## config.mk

```make
export PLATFORM = sky130hd
export DESIGN_NAME = restador_serial
export DESIGN_NICKNAME = d
export VERILOG_FILES = /design/src/rtl/restador_serial_pkg.sv /design/src/rtl/restador_serial_restador.sv /design/src/rtl/restador_serial.sv
export SDC_FILE = /design/constraint.sdc
export NUM_CORES = 1
export LEC_CHECK = 0
export ABC_AREA = 1
export CAP_MARGIN = 30
export CORE_ASPECT_RATIO = 1.2
export CORE_UTILIZATION = 50
export DETAILED_ROUTE_END_ITERATION = 10
export GPL_ROUTABILITY_DRIVEN = 1
export GPL_TIMING_DRIVEN = 1
export PLACE_DENSITY = 0.77
export SLEW_MARGIN = 25
export SYNTH_ARGS = -nofsm -noshare
export SYNTH_HDL_FRONTEND = slang
export SYNTH_SLANG_ARGS = --single-unit
```

## constraint.sdc

```tcl
create_clock -name clk -period 1.7 [get_ports clk]
set_input_delay 0.255 -clock clk [delete_from_list [all_inputs] [get_ports clk]]
set_output_delay 0.255 -clock clk [all_outputs]
set_load 0.03 [all_outputs]
```

## src/rtl/restador_serial_pkg.sv

```systemverilog
// Shared definitions for the bit-serial subtractor: FSM encodings and
// the bit-counter width helper.
package restador_serial_pkg;

  localparam logic [1:0] ST_IDLE  = 2'd0;
  localparam logic [1:0] ST_SHIFT = 2'd1;
  localparam logic [1:0] ST_DONE  = 2'd2;

  // Counter must index bits 0..width-1; never narrower than one bit.
  function automatic int cnt_width(input int width);
    return (width > 2) ? $clog2(width) : 1;
  endfunction

endpackage

```

## src/rtl/restador_serial_restador.sv

```systemverilog
// Combinational 1-bit full subtractor: D = a - b - Bin, Bout = borrow out.
module restador (
  input  logic a,
  input  logic b,
  input  logic Bin,
  output logic D,
  output logic Bout
);

  assign D    = a ^ b ^ Bin;
  assign Bout = (~a & b) | (~(a ^ b) & Bin);

endmodule

```

## src/rtl/restador_serial.sv

```systemverilog
// Bit-serial WIDTH-bit subtractor (D = a - b - Bin, LSB first) built on a
// single full-subtractor cell, with a start/busy/done handshake.
module restador_serial
  import restador_serial_pkg::*;
#(
  parameter int WIDTH = 8
) (
  input  logic             clk,
  input  logic             rst,
  input  logic             start,
  input  logic [WIDTH-1:0] a,
  input  logic [WIDTH-1:0] b,
  input  logic             Bin,
  output logic             busy,
  output logic             done,
  output logic [WIDTH-1:0] D,
  output logic             Bout,
  output logic             V
);

  localparam int CW = cnt_width(WIDTH);
  localparam logic [CW-1:0] LAST_BIT = CW'(WIDTH - 1);

  logic [1:0]       state_q, state_d;
  logic [WIDTH-1:0] a_q, a_d;
  logic [WIDTH-1:0] b_q, b_d;
  logic [WIDTH-1:0] sr_q, sr_d;
  logic [CW-1:0]    cnt_q, cnt_d;
  logic             br_q, br_d;
  logic [WIDTH-1:0] res_q, res_d;
  logic             bout_q, bout_d;
  logic             v_q, v_d;
  logic             busy_q, busy_d;
  logic             done_q, done_d;

  logic cell_d;
  logic cell_bout;

  restador u_cell (
    .a    (a_q[0]),
    .b    (b_q[0]),
    .Bin  (br_q),
    .D    (cell_d),
    .Bout (cell_bout)
  );

  // Next-state and datapath logic for the IDLE/SHIFT/DONE sequencer.
  always_comb begin
    state_d = state_q;
    a_d     = a_q;
    b_d     = b_q;
    sr_d    = sr_q;
    cnt_d   = cnt_q;
    br_d    = br_q;
    res_d   = res_q;
    bout_d  = bout_q;
    v_d     = v_q;

    case (state_q)
      ST_IDLE: begin
        if (start) begin
          state_d = ST_SHIFT;
          a_d     = a;
          b_d     = b;
          br_d    = Bin;
          sr_d    = '0;
          cnt_d   = '0;
        end else begin
          state_d = ST_IDLE;
        end
      end
      ST_SHIFT: begin
        sr_d  = {cell_d, sr_q[WIDTH-1:1]};
        a_d   = a_q >> 1;
        b_d   = b_q >> 1;
        br_d  = cell_bout;
        cnt_d = cnt_q + CW'(1);
        // br_q here is the borrow into the MSB, so V = borrow-in ^ borrow-out.
        if (cnt_q == LAST_BIT) begin
          state_d = ST_DONE;
          res_d   = {cell_d, sr_q[WIDTH-1:1]};
          bout_d  = cell_bout;
          v_d     = br_q ^ cell_bout;
        end else begin
          state_d = ST_SHIFT;
        end
      end
      ST_DONE: begin
        state_d = ST_IDLE;
      end
      default: begin
        state_d = ST_IDLE;
      end
    endcase

    busy_d = (state_d == ST_SHIFT) || (state_d == ST_DONE);
    done_d = (state_d == ST_DONE);
  end

  // State and output registers with synchronous reset.
  always_ff @(posedge clk) begin
    if (rst) begin
      state_q <= ST_IDLE;
      a_q     <= '0;
      b_q     <= '0;
      sr_q    <= '0;
      cnt_q   <= '0;
      br_q    <= 1'b0;
      res_q   <= '0;
      bout_q  <= 1'b0;
      v_q     <= 1'b0;
      busy_q  <= 1'b0;
      done_q  <= 1'b0;
    end else begin
      state_q <= state_d;
      a_q     <= a_d;
      b_q     <= b_d;
      sr_q    <= sr_d;
      cnt_q   <= cnt_d;
      br_q    <= br_d;
      res_q   <= res_d;
      bout_q  <= bout_d;
      v_q     <= v_d;
      busy_q  <= busy_d;
      done_q  <= done_d;
    end
  end

  assign busy = busy_q;
  assign done = done_q;
  assign D    = res_q;
  assign Bout = bout_q;
  assign V    = v_q;

endmodule

```

; After elaboration in Yosys (flattened, before gate mapping)
; Index checks and enable logic that the tools add are counted.
[classes]
addsub = 1
eq_ne = 5
muxes = 13
bitwise = 8
reduce_logical = 5
[op_table]
columns = operator, count
row1 = $pmux 8 s2, 3
row2 = $mux 8, 3
row3 = $pmux 3 s2, 1
row4 = $eq 2x1->1 const B, 2
row5 = $pmux 2 s2, 1
row6 = $reduce_and 2->1, 2
row7 = $add 3x1->3 const B, 1
row8 = $eq 3x3->1 const B, 1
row9 = $mux 3, 1
row10 = $xor 1x1->1, 3
row11 = $and 1x1->1, 2
row12 = $eq 2x2->1 const B, 1
row13 = $logic_not 2->1, 1
row14 = $mux 1, 2
row15 = $mux 2, 1
row16 = $ne 2x2->1 const B, 1
row17 = $not 1->1, 2
row18 = $pmux 1 s2, 1
row19 = $reduce_bool 2->1, 1
row20 = $logic_or 1x1->1, 1
row21 = $or 1x1->1, 1
[word_totals]
reg_bits = 42
input_bits = 20
out_inout_bits = 12
elab_cells = 43

; Logic depth before layout (Yosys ltp)
[logic_depth]
depth_word = 5
depth_mapped = 9
ltp_nobuf = 8

; Hierarchy
; From an unflattened synthesis, not the netlist that was laid out.
[unflattened]
cells_unflattened = 271
hier_area_um2 = 1921.8
[modules_own_cells]
columns = module, n_inst, cells_per_inst, area_each_um2, seq_area_each_um2
row1 = restador_serial, 1, 267, 1890.6, 820.8
row2 = restador, 1, 4, 31.3, 0.0

; Least setup slack after synthesis
; No wires, ideal clock.
[synth_timing]
path_type = register -> register
startpoint = register state_q[0]
endpoint = register busy_q, in the netlist busy
setup_time_ns = 0.066
arrival_time_ns = 1.248
t_required_ns = 1.634
setup_slack_ns = 0.386
path_stages_with_launch = 8
path_buffers = 2
period_less_slack_ns = 1.314
path_cell_list = dfxtp_1 > nand2_1 > buf_4 > buf_4 > o21ai_1 > inv_1 > ha_1 > nor2_1
[synth_via]
elab_chain_cells = 4
word_cells_on_any_way = 6
cone_classes = eq/ne: 3 / mux: 1 / reduce/logical: 2
[synth_rtl]
columns = item, line_no
row1 = start: declaration, restador_serial.sv:24  ; logic [1:0] state_q, state_d;
row2 = start signal: assignment, restador_serial.sv:115  ; state_q <= state_d;
row3 = $eq 2x1->1 / $logic_not 2->1 (equally long branches), restador_serial.sv:59  ; case (state_q)
row4 = $pmux 2 s2 *, restador_serial.sv:59
row5 = $eq 2x1->1 / $eq 2x2->1 (equally long branches), restador_serial.sv:96  ; busy_d = (state_d == ST_SHIFT) || (state_d == ST_DONE);
row6 = $logic_or 1x1->1 *, restador_serial.sv:96
row7 = end signal: assignment, restador_serial.sv:124  ; busy_q <= busy_d;
row8 = end: declaration, restador_serial.sv:33  ; logic busy_q, busy_d;
; Every way passes the cells marked *; elsewhere a longest branch is shown, timed or not.
; A chain may end at the register's enable or synchronous reset.

; Worst setup path after layout
[layout_timing]
startpoint = register res_q[7], in the netlist D[7]
endpoint = output port D[7]
[layout_lines]
columns = item, line_no
row1 = start: declaration, restador_serial.sv:30  ; logic [WIDTH-1:0] res_q, res_d;
row2 = start signal: assignment, restador_serial.sv:121  ; res_q <= res_d;
row3 = end: declaration, restador_serial.sv:16  ; output logic [WIDTH-1:0] D,
; No word-level cell between the ends.

==> summary.md <==
| Metric | Value |
|---|---|
| Outcome | `finished clean` |
| RSZ-0062 raised after global routing | `no` |
| Area post-placement | `2090 um2` |
| Worst-path fanout max | `2` |
| Worst-path clk slew | `0.08 ns` |
| M2 GR Usage | `33.6%` |
| Worst endpoint required time | `1.44 ns` |
| Post-synthesis sequential area ratio | `47.4%` |
| Core ar. | `3310 um2` |
| Maximum clock rate | `638 MHz` |
| Global Route Usage Sum | `20.1%` |
| Async set or reset register ratio after synthesis | `0%` |
| Initial core utilization | `52.3%` |
| Delay of the slowest critical-path stage | `0.67 ns` |
| Initial DRT Pass Iterations | `4` |
| Die area | `3700 um2` |
| Worst Skew | `0.00920 ns` |
| # DRC | `0` |
| Drt first-iter violations | `54` |
| Number of flops mapped to enable cells by yosys | `0` |
| Top FF cell, synth | `dfxtp_1` |
| # placed instances | `315` |
| Post-detail-place hpwl | `2.24 mm` |
| GRT met1 Usage | `25.0%` |
| Die Ht | `66.5 um` |
| Hold_buf cts | `0` |
| GPL Wtd Cong | `0.713` |
| H-Tree Depth | `2` |
| Synth-to-layout area growth | `25.6%` |
| Vias | `1523` |
| Max clock buf depth | `2` |
| CP Class | `reg -> out` |
| Adder-Cell Fraction of Synth Area | `3.32%` |
| Pre-CTS WS | `0.253 ns` |
| Vias in the first global route | `1367` |
| Largest delay share family, worst path | `buffers and inverters` |
| Area contributors post-synth | `dfxtp_1 47%, nand2_1 20%, nor2_1 8.7%` |
| Proportion of synthesized area in mux cells | `0%` |
| Critical-path top delay cell | `clkdlybuf4s50_1` |
| CTS Buf Count | `5` |
| Share of cells above drive strength 1 | `6.29%` |
| P_leak | `0.990 nW` |
| Post-synth top area share | `47.4%` |
| Largest family of logic cells by synthesized area | `simple AND/OR/NAND/NOR gates` |
| Cell count after synthesis | `253` |
| DRT Wirelength | `3.31 mm` |
| Clk sinks | `41` |
| YS warnings | `0` |
| Synth Area per Inst | `6.84 um2` |
| Critical path endpoint category | `primary output` |
| Final setup vio count | `0` |
| Most common cell in the synthesized netlist | `nand2_1` |
| Final std cells w/o fill | `323` |
| DR vias/cell | `4.72` |
| Worst Hold Class | `reg -> reg` |
| Max_cap viols | `0` |
| Type of origin of the critical path | `flip-flop` |
| Tightest Pin Transition | `0.357 ns` |
| Max-slew violations | `0` |
| Pin count of the biggest net entering global routing | `42` |
| Arrival @ worst endpoint | `1.31 ns` |
| Synth area leader | `dfxtp_1` |
| I/O Buffers | `31` |
| Gr busiest metal | `met2` |
| Setup_tns | `0 ns` |
| Design Area, Final | `2170 um2` |
| Clk_lat worst skew | `0.30 ns` |
| Synthesized flop and latch total | `41` |
| Syn Nets | `277` |
| Final min period | `1.57 ns` |
| Fin crit share | `92.3%` |
| WL/cell | `10.3 um` |
| TritonCTS clock tree | `done` |
| Global-route wire length before repair | `5.82 mm` |
| WP buf/inv | `1` |
| Crit path cell chain | `clkdlybuf4s50_1` |
| Post-CTS Setup Bufs | `0` |
| CTS root buf | `clkbuf_8` |
| Max IR drop VDD | `0.863 mV` |
| Synthesized area | `1730 um2` |
| Die X-Extent | `55.7 um` |
| Net count reported at finish | `309` |
| Pwr Density | `883 nW/um2` |
| Rel. slew slack | `76.2%` |
| Synth Area in Simple Gates | `31.6%` |
| Final WS setup | `0.132 ns` |
| List of most frequent post-synthesis cells | `91 x nand2_1, 41 x dfxtp_1, 40 x nor2_1, 23 x inv_1, 13 x a21oi_1` |
| Compound-Gate Fraction of Synth Area | `8.67%` |
| ANT nets after route | `0` |
| Met3 usage | `6.02%` |
| Area share of xor/xnor cells in the synthesized design | `0%` |
| Yosys cell types | `16` |
| Post-CTS sizing | `0` |
| Final count of hold timing violations | `0` |
| Diode count | `0` |
| Rows | `23` |
| I/O pin count | `32` |
| Layout fillers | `306` |
| Grt ovf | `0` |
| Initial antenna violation count | `0` |
## metrics by stage
stage | utilization, % | hold slack, ns | power, mW
floorplan | - | 0.398 | 1.23
global placement | 63.1 | 0.453 | 1.31
detailed placement | 63.1 | 0.456 | 1.32
CTS | 65.7 | 0.466 | 1.94
global route | 65.7 | 0.480 | 2.02
finish | 65.7 | 0.461 | 1.92
## final timing paths
path | start | end | cells past startpoint | slack, ns
worst max-delay path | D[7]$_SDFFE_PP0P_ | D[7] | 1 | 0.13
worst min-delay path | sr_q[6]$_SDFFE_PP0P_ | D[5]$_SDFFE_PP0P_ | 2 | 0.46
worst max register to register | cnt_q[0]$_SDFFE_PP0P_ | busy$_SDFF_PP0_ | 6 | 0.35
worst min register to register | sr_q[6]$_SDFFE_PP0P_ | D[5]$_SDFFE_PP0P_ | 2 | 0.46
## tightest hold or removal path: cells and delay by family (launching register included)
| family | cells | cell delay, ns |
|---|---|---|
| and+or+nand+nor | 2 | 0.10 |
| DFF | 1 | 0.33 |
## final cells by class
class	count	area (um2)	share of cell area, %
Clock buffer	5	68.8	3.16
Clock inverter	3	17.5	0.806
Inverter	25	93.8	4.32
Multi-Input combinational cell	175	759	34.9
Sequential cell	41	821	37.7
Tap cell	37	46.3	2.13
Timing Repair Buffer	37	368	16.9
## placed cells by master, fill, tap and decap left out
| master | netlist | routed |
|---|---|---|
| buf_4 | 2 | 5 |
| nand3_1 | 9 | 9 |
| nor2_1 | 40 | 40 |
| ha_1 | 3 | 3 |
| nor2_4 | 1 | 1 |
| fa_1 | 1 | 1 |
| nand2_1 | 91 | 91 |
| clkinvlp_4 | 0 | 1 |
| clkbuf_8 | 0 | 5 |
| o21ai_0 | 8 | 8 |
| inv_2 | 2 | 2 |
| dfxtp_1 | 41 | 41 |
| buf_12 | 0 | 1 |
| o21ai_1 | 9 | 8 |
| a21oi_1 | 13 | 13 |
| clkinv_2 | 0 | 2 |
| clkdlybuf4s50_1 | 0 | 31 |
| inv_1 | 23 | 23 |
| o21ai_2 | 0 | 1 |
## report_power, final
part | internal (mW) | total [mW] | switching [mW]
Combinational | 0.122 | 0.277 | 0.155
Sequential | 1.00 | 1.02 | 0.0172
Clock | 0.283 | 0.621 | 0.338
## per-layer routing
layer	vias to the layer above	wire length [um]	part of all wire, %
met2	24	1550	47
met3	7	138	4.2
met1	663	1580	48
met5	-	0	0
met4	0	45	1.4
li1	829	-	-
## kinds of logic after synthesis
logic type	count (synthesis)
fa+ha+maj	4
compound gates	30
flops	41
buf+inv	37
simple gates	141
## sequential cells by signal, indices dropped and copies added, names as in the netlist
| register | count |
|---|---|
| state_q | 2 |
| Bout | 1 |
| cnt_q | 3 |
| br_q | 1 |
| done | 1 |
| b_q | 8 |
| D | 8 |
| a_q | 8 |
| busy | 1 |
| V | 1 |
| sr_q | 7 |
(Power assumes the default switching activity.)
==> RTL edit 1: new RTL, same settings <==
`WIDTH`: 8 -> 6.
--- a/src/rtl/restador_serial.sv
+++ b/src/rtl/restador_serial.sv
@@ -5,3 +5,3 @@
 #(
-  parameter int WIDTH = 8
+  parameter int WIDTH = 6
 ) (
Interface: changed (resized D, a and b); port bits go from 32 to 26. No check against the original RTL was run, so the function may have changed too.
==> RTL edit 1 against the original RTL <==
  * Sequential share of layout area decreased by 0.22 points
  * Routed wire length decreased by 21%
  * Final area fell by 19%
  * Maximum frequency fell by 3.3%
  * Die area is 16% lower
  * Clock power fell by 32%
  * Critical path depth did not move
  * Power down 24%
  * Worst hold slack improved by 0.0083 ns
  * Sequential cell count shrank 8
  * Area after synthesis shrank 17%
  * Worst setup slack lost 0.054 ns
  * First-iteration DRC count fell by 41%
  * Critical path type unchanged
  * Highest routed layer unchanged
==> RTL edit 1: results (changes against the original RTL) <==
Non-clock buffer share=0.158 (was 0.169); largest net degree at the start of global routing=32 (was 42); Root Driver=clkbuf_4 (was clkbuf_8); complex-gate fraction of the synthesized area=0.0818 (was 0.0867); vias per cell=4.76 (was 4.72); cell leakage power=0.781 nW (was 0.990 nW); FF+latch count, synth=33 (was 41); Yosys cell types=20 (was 16); GR Util All Layers=0.210 (was 0.201); GPL Wtd Cong=0.754 (was 0.713); Routed WL per cell=10.0 um (was 10.3 um); multi-input combinational area share=0.370 (was 0.349); fin nets=249 (was 309); top post-synthesis cells by area=dfxtp_1 46%, nand2_1 18%, nor2_1 8.6%, inv_1 4.4%, a21oi_1 3.5% (was dfxtp_1 47%, nand2_1 20%, nor2_1 8.7%, inv_1 5.0%, a21oi_1 3.8%); number of global-route vias before repair=1148 (was 1367); most common library cells after synthesis=70 x nand2_1, 33 x dfxtp_1, 33 x nor2_1 (was 91 x nand2_1, 41 x dfxtp_1, 40 x nor2_1); Worst Hold Depth=3 (was 2); initial DRC count=32 (was 54); clock tree cell share of total cell area=0.0313 (was 0.0397); port buffer count=25 (was 31); CP delay by family, top=buffers and inverters (unchanged); critical path startpoint=D[3] (was D[7]); status=complete, no violations (unchanged); Sequential Area=661 um2 (was 821 um2); Worst slew margin=0.781 (was 0.762); first-pass GRT wire length=4.79 mm (was 5.82 mm); #MultiIn Comb=142 (was 175); xor-xnor portion of the synthesized cell area=0.00609 (was 0); share of cells above drive strength 1=0.0783 (was 0.0629); sequential area share after synthesis=0.460 (was 0.474); clock latency on the worst-skew pair=0.33 ns (was 0.30 ns); worst hold path type=input port to flip-flop (was flip-flop to flip-flop); VDD IR max=0.616 mV (was 0.863 mV); Non-CTS buffers=27 (was 37); Worst Hold Slack=0.469 ns (was 0.461 ns); syn_nets=222 (was 277); Fillers=234 (was 306); r2r worst-path depth=5 (was 6); Logic inverters=20 (was 25); Setup Skew=0.0107 ns (was 0.00920 ns); clock-pin slew on the worst setup and hold paths=0.11 ns (was 0.08 ns); R2R Path Start=state_q[0] (was cnt_q[0]); DP HPWL=1.84 mm (was 2.24 mm)
[RTL edit 1: changes by cell type after synthesis, moves of 2 or more]
| cell | delta |
|---|---|
| dfxtp_1 | -8 |
| nand2_1 | -21 |
| o21ai_0 | +2 |
| nor2_1 | -7 |
| inv_1 | -6 |
| buf_6 | +2 |
| a21oi_1 | -3 |
| buf_2 | -5 |
| o21ai_1 | -9 |
[RTL edit 1: power by group]
part           total (mW)  leakage (nW)  switching (mW)  internal (mW)
logic               0.217         0.481           0.121         0.0957
registers           0.825         0.270          0.0168          0.808
clock network       0.424        0.0310           0.268          0.156
[RTL edit 1: stage by stage]
stage | util | power, mW | area [um2] | std cells | worst slack, ns
4_1_cts | 0.670 | 1.49 | 1760 | 263 | 0.0579
3_5_place_dp | 0.649 | 1.06 | 1710 | 255 | 0.162
6_report | 0.670 | 1.47 | 1760 | 263 | 0.0778
2_1_floorplan | - | 0.993 | 1440 | 202 | 0.492
5_1_grt | 0.670 | 1.55 | 1760 | 263 | 0.0272
3_3_place_gp | 0.649 | 1.05 | 1710 | 255 | 0.193
[RTL edit 1: how the worst max path moves through the flow]
stage,slack (ns),end,depth (start not counted)
after global placement,0.19,busy,6
after global routing,0.03,D[3],1
after detailed placement,0.16,busy,6
after floorplan,0.49,busy,5
final,0.08,D[3],1
after CTS,0.06,D[3],1
[RTL edit 1: cell families after synthesis]
kind of cell	count (synthesis)
AND/OR/NAND/NOR	115
XOR/XNOR	1
buffers and inverters	27
AO/OA/AOI/OAI	22
adder cells (fa/ha/maj)	4
flip-flops	33
[RTL edit 1: metal layers]
metal / routed length [um] / global-route usage / vias up
met1: 1200 / 0.234 / 552
li1: - / - / 673
met4: 35 / 0.0714 / 0
met5: 0 / 0 / -
met2: 1270 / 0.368 / 20
met3: 131 / 0.0777 / 6
==> RTL edit 2: new RTL, same settings <==
Without the edit above. Add an input register stage for `a`; this delays it by one clock. The other inputs are not delayed to match. Comments in the files are not updated.
--- a/src/rtl/restador_serial.sv
+++ b/src/rtl/restador_serial.sv
@@ -22,2 +22,8 @@
   localparam logic [CW-1:0] LAST_BIT = CW'(WIDTH - 1);
+
+  logic [WIDTH-1:0] a_r;
+
+  always_ff @(posedge clk) begin
+    a_r <= a;
+  end
 
@@ -62,3 +68,3 @@
           state_d = ST_SHIFT;
-          a_d     = a;
+          a_d     = a_r;
           b_d     = b;
Function: changed (Yosys sat finds a counterexample within 10 cycles, from zero or initial values and one cycle with rst high).
==> RTL edit 2 against the original RTL <==
  * Via count is 6.6% higher
  * Worst setup slack worse by 0.014 ns
  * Final area is 9.7% higher
  * Power is 22% higher
  * Sequential cell count is 8 higher
  * Non-clock buffer count is 2 higher
  * Routed wire length is 6.8% higher
  * Area after synthesis is 9.2% higher
  * Sequential power is 20% higher
  * Combinational power hardly changed
==> RTL edit 2: results (changes against the original RTL) <==
status=complete, no violations (unchanged); cell leakage power=1.08 nW (was 0.990 nW); port buffer count=31 (unchanged); R2R Path Start=cnt_q[0] (unchanged); Inst Count DP=340 (was 315); Worst Path Arrival=1.33 ns (was 1.31 ns); clock latency on the worst-skew pair=0.30 ns (about the same); # resized after CTS=0 (unchanged); Internal=1.80 mW (was 1.41 mW); syn_nets=285 (was 277); hold path startpoint=a[4] (was sr_q[6]); top post-synthesis cells by area=dfxtp_1 52%, nand2_1 18%, nor2_1 7.9%, inv_1 4.6%, a21oi_1 3.4% (was dfxtp_1 47%, nand2_1 20%, nor2_1 8.7%, inv_1 5.0%, a21oi_1 3.8%); Comb power=278 uW (was 277 uW); DP HPWL=2.33 mm (was 2.24 mm); complex-gate fraction of the synthesized area=0.0794 (was 0.0867); ANT cells=0 (unchanged); GPL Wtd Cong=0.735 (was 0.713); Worst setup endpoint=D[0] (was D[7]); Max Fclk=632 MHz (was 638 MHz); sequential area share after synthesis=0.519 (was 0.474); hold endpoint=a_r[4] (was D[5]); CTS Buf Count=5 (unchanged); worst hold path type=input port to flip-flop (was flip-flop to flip-flop); Setup Skew=0.00686 ns (was 0.00920 ns); first-pass GRT wire length=5.80 mm (was 5.82 mm); initial DRC count=136 (was 54); initial antenna violation count=0 (unchanged); Flop pwr share=0.519 (was 0.532); largest net degree at the start of global routing=24 (was 42); Fillers=317 (was 306); clock-pin slew on the worst setup and hold paths=0.08 ns (about the same); VDD IR max=0.751 mV (was 0.863 mV); number of global-route vias before repair=1371 (was 1367); dpl ws=0.245 ns (was 0.253 ns); post-CTS setup buffer count=0 (unchanged); fin nets=319 (was 309); Net Switching=547 uW (was 510 uW); GR Util All Layers=0.188 (was 0.201); CP delay by family, top=buffers and inverters (unchanged); Worst Hold Depth=1 (was 2); Worst Hold Slack=0.391 ns (was 0.461 ns); DRT Wirelength=3.54 mm (was 3.31 mm); Async SR Flop Fraction=0 (unchanged); Yosys cell types=16 (unchanged); Mapped Avg Cell Area=7.25 um2 (was 6.84 um2); slew of the pin with the lowest slew margin=0.360 ns (was 0.357 ns); FF-to-FF setup slack=0.31 ns (was 0.35 ns); critical path startpoint=D[0] (was D[7]); Synth Area in Adders=0.0304 (was 0.0332); Via Count=1624 (was 1523); most common library cells after synthesis=91 x nand2_1, 49 x dfxtp_1, 40 x nor2_1 (was 91 x nand2_1, 41 x dfxtp_1, 40 x nor2_1); slowest stage delay, CP=between 0.6 and 0.7 ns; Layout Cells excl Fill=348 (was 323); Post-DP Area=2270 um2 (was 2090 um2); share of cells above drive strength 1=0.0642 (was 0.0629)
[RTL edit 2: cell types whose count changed in the layout (fill, tap and decap cells not counted), sizes merged]
cell,change
buf,+2
bufinv,+1
clkbuf,+2
clkinv,-2
clkinvlp,-1
dfxtp,+8
[RTL edit 2: layout make-up]
| cell class | instances | area [um2] | share of cell area |
|---|---|---|---|
| tap | 52 | 65.1 | 0.0273 |
| clock buffer | 7 | 86.3 | 0.0362 |
| timing repair buffer | 39 | 370 | 0.155 |
| sequential | 49 | 981 | 0.411 |
| multi-input combinational | 175 | 759 | 0.318 |
| inverter | 25 | 93.8 | 0.0393 |
| clock inverter | 1 | 30.0 | 0.0126 |
[RTL edit 2: layer usage]
layer  GRT usage  part of all wire  routed length, um  up-vias
met5           0                 0                  0        -
met4      0.0741             0.012                 44        0
met3      0.0578             0.047                165        5
met2       0.307              0.46               1630       32
met1       0.228              0.48               1700      727
li1            -                 -                  -      860
